<file path="config.mk">
export PLATFORM = sky130hd
export DESIGN_NAME = line_fifo
export DESIGN_NICKNAME = d
export VERILOG_FILES = /design/src/rtl/line_fifo.sv
export SDC_FILE = /design/constraint.sdc
export NUM_CORES = 1
export LEC_CHECK = 0
export ABC_AREA = 1
export BUFFER_PORTS_ARGS = -buffer_cell sky130_fd_sc_hd__buf_2
export CAP_MARGIN = 20
export CORE_MARGIN = 2
export CORE_UTILIZATION = 40
export DETAILED_ROUTE_END_ITERATION = 6
export RECOVER_POWER = 25
export SKIP_CTS_REPAIR_TIMING = 1
export SYNTH_ARGS = -nofsm -noshare
export SYNTH_HDL_FRONTEND = slang
export SYNTH_SLANG_ARGS = --single-unit
export TNS_END_PERCENT = 10
</file>
<file path="constraint.sdc">
create_clock -name clk -period 3.35 [get_ports clk]
set_input_delay 0.5025 -clock clk [delete_from_list [all_inputs] [get_ports clk]]
set_output_delay 0.5025 -clock clk [all_outputs]
set_load 0.005 [all_outputs]
</file>
<file path="src/rtl/line_fifo.sv">
// line_fifo: queue of vector-line records between the AVG core's line output and the rasteriser.
//
// Storage is a register array addressed by circular read/write pointers. The read side is
// show-ahead: q_* always reflect the head entry. There is no empty bypass, so a pushed entry
// appears one cycle after its push edge.
//
// Optional feature (macro LINE_FIFO_EDGE_WR_EN): when defined, only the rising edge of wr_en is
// a push attempt. A wr_en held high over several clocks therefore pushes exactly once.
//
// Ports:
//   clk          clock, all state updates on the rising edge
//   rst_b        asynchronous active-low reset (pointers, count, overflow, storage)
//   flush        synchronous clear of pointers, count and overflow (storage kept)
//   wr_en        push request; d_* carry the line to push
//   rd_ready     consumer accepts the head entry this cycle
//   rd_valid     head entry valid (= ~empty); q_* carry the head entry
//   full / almost_full / empty / count   occupancy status, combinational from count
//   overflow     sticky: a push was dropped because the queue was full
module line_fifo #(
    parameter int unsigned COORD_W      = 13,
    parameter int unsigned INT_W        = 4,
    parameter int unsigned DEPTH        = 16,
    parameter int unsigned AFULL_THRESH = 12
) (
    input  logic                       clk,
    input  logic                       rst_b,
    input  logic                       flush,
    input  logic                       wr_en,
    input  logic [COORD_W-1:0]         d_start_x,
    input  logic [COORD_W-1:0]         d_end_x,
    input  logic [COORD_W-1:0]         d_start_y,
    input  logic [COORD_W-1:0]         d_end_y,
    input  logic [INT_W-1:0]           d_intensity,
    input  logic                       rd_ready,
    output logic                       rd_valid,
    output logic [COORD_W-1:0]         q_start_x,
    output logic [COORD_W-1:0]         q_end_x,
    output logic [COORD_W-1:0]         q_start_y,
    output logic [COORD_W-1:0]         q_end_y,
    output logic [INT_W-1:0]           q_intensity,
    output logic                       full,
    output logic                       almost_full,
    output logic                       empty,
    output logic [$clog2(DEPTH):0]     count,
    output logic                       overflow
);

    localparam int unsigned PTR_W = $clog2(DEPTH);
    localparam int unsigned CNT_W = PTR_W + 1;

    typedef struct packed {
        logic [COORD_W-1:0] start_x;
        logic [COORD_W-1:0] end_x;
        logic [COORD_W-1:0] start_y;
        logic [COORD_W-1:0] end_y;
        logic [INT_W-1:0]   intensity;
    } line_t;

    line_t            mem_q [DEPTH];
    line_t            wdata;
    line_t            head;
    logic [PTR_W-1:0] wr_ptr_q, wr_ptr_d;
    logic [PTR_W-1:0] rd_ptr_q, rd_ptr_d;
    logic [CNT_W-1:0] count_q, count_d;
    logic             overflow_q, overflow_d;
    logic             wr_en_eff;
    logic             push;
    logic             pop;
    logic             drop;

`ifdef LINE_FIFO_EDGE_WR_EN
    // Samples wr_en every cycle, flush included, so a request held across a flush
    // does not re-trigger afterwards.
    logic wr_en_q;

    always_ff @(posedge clk or negedge rst_b) begin
        if (!rst_b) begin
            wr_en_q <= 1'b0;
        end else begin
            wr_en_q <= wr_en;
        end
    end

    assign wr_en_eff = wr_en & ~wr_en_q;
`else
    assign wr_en_eff = wr_en;
`endif

    // Status flags are decoded straight from count, so they never lag it.
    assign full        = (count_q == CNT_W'(DEPTH));
    assign almost_full = (count_q >= CNT_W'(AFULL_THRESH));
    assign empty       = (count_q == '0);
    assign rd_valid    = ~empty;
    assign count       = count_q;
    assign overflow    = overflow_q;

    // A pop frees a slot in the same cycle, so a push into a full queue is accepted
    // when it coincides with a pop.
    assign pop  = rd_valid & rd_ready;
    assign push = wr_en_eff & (~full | pop);
    assign drop = wr_en_eff & full & ~pop;

    assign wdata.start_x   = d_start_x;
    assign wdata.end_x     = d_end_x;
    assign wdata.start_y   = d_start_y;
    assign wdata.end_y     = d_end_y;
    assign wdata.intensity = d_intensity;

    assign head        = mem_q[rd_ptr_q];
    assign q_start_x   = head.start_x;
    assign q_end_x     = head.end_x;
    assign q_start_y   = head.start_y;
    assign q_end_y     = head.end_y;
    assign q_intensity = head.intensity;

    always_comb begin
        wr_ptr_d   = wr_ptr_q;
        rd_ptr_d   = rd_ptr_q;
        count_d    = count_q;
        overflow_d = overflow_q;
        if (flush) begin
            wr_ptr_d   = '0;
            rd_ptr_d   = '0;
            count_d    = '0;
            overflow_d = 1'b0;
        end else begin
            // DEPTH is a power of two, so pointer wrap is the natural overflow.
            if (push) begin
                wr_ptr_d = wr_ptr_q + PTR_W'(1);
            end
            if (pop) begin
                rd_ptr_d = rd_ptr_q + PTR_W'(1);
            end
            case ({push, pop})
                2'b10:   count_d = count_q + CNT_W'(1);
                2'b01:   count_d = count_q - CNT_W'(1);
                default: count_d = count_q;
            endcase
            if (drop) begin
                overflow_d = 1'b1;
            end
        end
    end

    always_ff @(posedge clk or negedge rst_b) begin
        if (!rst_b) begin
            wr_ptr_q   <= '0;
            rd_ptr_q   <= '0;
            count_q    <= '0;
            overflow_q <= 1'b0;
        end else begin
            wr_ptr_q   <= wr_ptr_d;
            rd_ptr_q   <= rd_ptr_d;
            count_q    <= count_d;
            overflow_q <= overflow_d;
        end
    end

    // Flush leaves the array untouched; only the pointers are cleared.
    always_ff @(posedge clk or negedge rst_b) begin
        if (!rst_b) begin
            for (int i = 0; i < int'(DEPTH); i++) begin
                mem_q[i] <= '0;
            end
        end else if (push && !flush) begin
            mem_q[wr_ptr_q] <= wdata;
        end
    end

endmodule
</file>
==> metrics.yaml <==
outcome:
  status: "finished, violations left"
  failed_checks: "max-capacitance violations, max-slew violations"
die:
  dieHeight_um: 328.6
  die_area_um2: 108000
  io_pins: 127
  coreArea_um2: 105000
  row_count: 119
  dieWidth_um: 328.6
  initial_utilization: 0.4016
route:
  drc: 0
  post_drt_wl_per_cell_um: 19.15
  first_pass_iters: 5
  ant_nets: 0
  dr_total_vias: 34071
  vias_per_cell: 5.304
  wl_um: 123000
  drt_iter0_drc: 3159
clock_network:
  worstSkewPairLatency_ps: 680
  cts.path.max_buffers: 3
  clk_pin_slew_ps: 60
  htree_levels: 3
  cts_tree: "yes"
  cts_made_buffers: 100
  root_buffer: "clkbuf_16"
  numClockSinks: 910
timing:
  tns_ps: 0
  relSlewSlack: -0.5658
  period_needed_ps: 3134
  hold_viol: 0
  worst_slew_pin_slew_ps: 2349
  fin_skew_ps: 24.23
  slew_viol_final: 66
  max_clock_freq_mhz: 319.1
  finalCritPeriodShare: 0.9354
  rsz0062_at_grt: "false"
  setup-violations-final: 0
critical_path:
  worstPathRequired_ps: 2850
  ff2ff_path_depth: 10
  r2r_slack_ps: 910
  critPathLaunchType: "flip-flop"
  arrival_ps: 2630
  cp-end-kind: "output port"
  r2r_end: "mem_q[375]"
  crit_start: "rd_ptr_q[0]"
  worstPathMaxFanout: 163
  criticalPathCategory: "flip-flop to output port"
  endpoint: "q_end_x[4]"
  r2r-start: "count[2]"
global_route:
  grt_start_max_net_pins: 164
  grt_pass1_vias: 33034
  grt_pass1_wl_um: 195300
  grt_overflow_total: 0
  grt.total_usage: 0.2307
  antenna_found_initial: 11
synth:
  synthTopCellsByArea: "dfrtp_1, o21ai_0, nand2_1"
  avgSynthCellArea_um2: 8.326
  synth_warnings: 0
  syn_inst: 5063
  netlist_area_um2: 42160
  synth_nets: 5131
  ys_ff_latch: 910
  synth_top_area_share: 0.5402
  ys_types: 25
  synth_area_leader_cell: "dfrtp_1"
  ys_seq_area_frac: 0.5402
pwr:
  p_per_area_nw_per_um2: 708.3
  power.total_mw: 33.38
  leakagePower_nw: 21.57
  ir_worst_vdd_uv: 754.4
cells_and_area:
  syn_to_final_growth_pct: 11.81
  layout-drive-gt1-share: 0.07870
  finalNonFillerCells: 6424
  fill_cells: 10276
  final_util: 0.4490
  fin_area_um2: 47130
  final_net_count: 5020
placed_design:
  globalplace.congestion: 0.7897
  placed_cells_incl_taps: 6240
  dpl-instance-area_um2: 43960
  port_buffers: 126
  hpwl_um: 66730
worst_hold_path:
  worstHoldPathType: "input port to flip-flop"
flow_run:
  cap_violations: 1
==> critical path: stages (launching register included) <==
cell	delay, ps
dfrtp_4	510
buf_12	480
a21oi_1	150
o21ai_0	120
nand3_1	110
nand3_1	110
nand2_1	150
buf_2	170
==> logic make-up (layout without fill, tap and decap cells) <==
logic type,after synthesis,after routing,synth area share
AOI/OAI and AO/OA,1809,1809,0.2283
DFF,910,910,0.5402
buffers and inverters,963,932,0.09489
other,0,1,0
adders and majority gates,7,7,0.002077
and+or+nand+nor,1374,1374,0.1346
==> final cells by class <==
cell class | count | area [µm²] | share of cell area
multi-input cells | 3190 | 15470 | 0.3283
clock inverters | 39 | 374.1 | 0.007937
well taps | 1391 | 1740 | 0.03692
diodes | 1 | 2.502 | 0.00005309
repair buffers | 220 | 1864 | 0.03955
clock buffers | 143 | 2874 | 0.06098
flip-flops and latches | 910 | 22790 | 0.4834
inverters | 530 | 2017 | 0.04279
==> flip-flops by register name (all words and copies together) (netlist names) <==
| name | flops |
|---|---|
| overflow | 1 |
| mem_q | 896 |
| wr_ptr_q | 4 |
| rd_ptr_q | 4 |
| count | 5 |
==> layer usage <==
metal / track usage / vias up / part of all wire
met1: 0.3301 / 16547 / 0.46
li1: - / 16433 / -
met5: 0 / - / 0.00056
met4: 0.05142 / 12 / 0.018
met2: 0.3735 / 923 / 0.46
met3: 0.03051 / 156 / 0.055
==> power by group <==
group / total, mW / switching (mW) / internal, mW
registers: 12.9 / 0.537 / 12.4
clock network: 10.9 / 4.56 / 6.34
logic: 9.58 / 6.30 / 3.28
==> synthesized netlist by cell type <==
library cell     n
o21ai_0       1072
nand2_1        987
dfrtp_1        910
inv_1          527
a21oi_1        453
nand3_1        349
o21a_1         225
clkbuf_1       218
buf_2          101
buf_4           69
o21ai_1         56
buf_1           45
nor2_2          13
nor2_1          12
ha_1             7
nand4_1          5
nand2_2          4
inv_2            2
nor3_1           2
a211oi_1         1
a21boi_0         1
a31oi_1          1
clkinv_1         1
nand3_2          1
nor2_8           1
==> worst min path at each step <==
stage | start | end | slack, ps | cells after the start
after floorplan | rst_b | count[0] | 210 | 0
after global placement | mem_q[685] | mem_q[685] | 460 | 2
after detailed placement | mem_q[711] | mem_q[711] | 470 | 2
after CTS | rst_b | mem_q[173] | -140 | 1
after global routing | d_start_y[10] | mem_q[363] | 160 | 3
final | d_start_x[0] | mem_q[603] | 170 | 3
==> through the flow <==
step                hold slack, ps  worst slack (ps)
finish                       172.7             216.3
global route                 158.3             51.95
global placement             459.8             812.3
detailed placement           467.6             801.6
floorplan                    206.9              1236
CTS                         -141.6             65.50
==> cells in the final DEF (no fill, tap or decap) <==
master and instances:
clkbuf_2 3, nor2_1 13, diode_2 1, o21ai_1 56, buf_4 31, nor3_1 2, dfrtp_4 4, clkinv_8 4
o21a_1 225, inv_4 1, inv_8 1, nand3_1 347, nand2_1 987, nor2_4 12, buf_2 126, nand3_4 3
clkinvlp_4 2, a21oi_1 453, buf_12 45, clkbuf_16 100, buf_6 3, inv_1 526, a211oi_1 1, nand2_2 4
nand4_1 5, clkinv_4 2, dlygate4sd3_1 1, clkbuf_1 33, ha_1 7, inv_6 3, o21ai_0 1072, clkbuf_8 21
a21boi_0 1, bufinv_16 5, a31oi_1 1, nor2_8 1, dfrtp_1 906, clkinv_2 25
(Power assumes the default switching activity.)
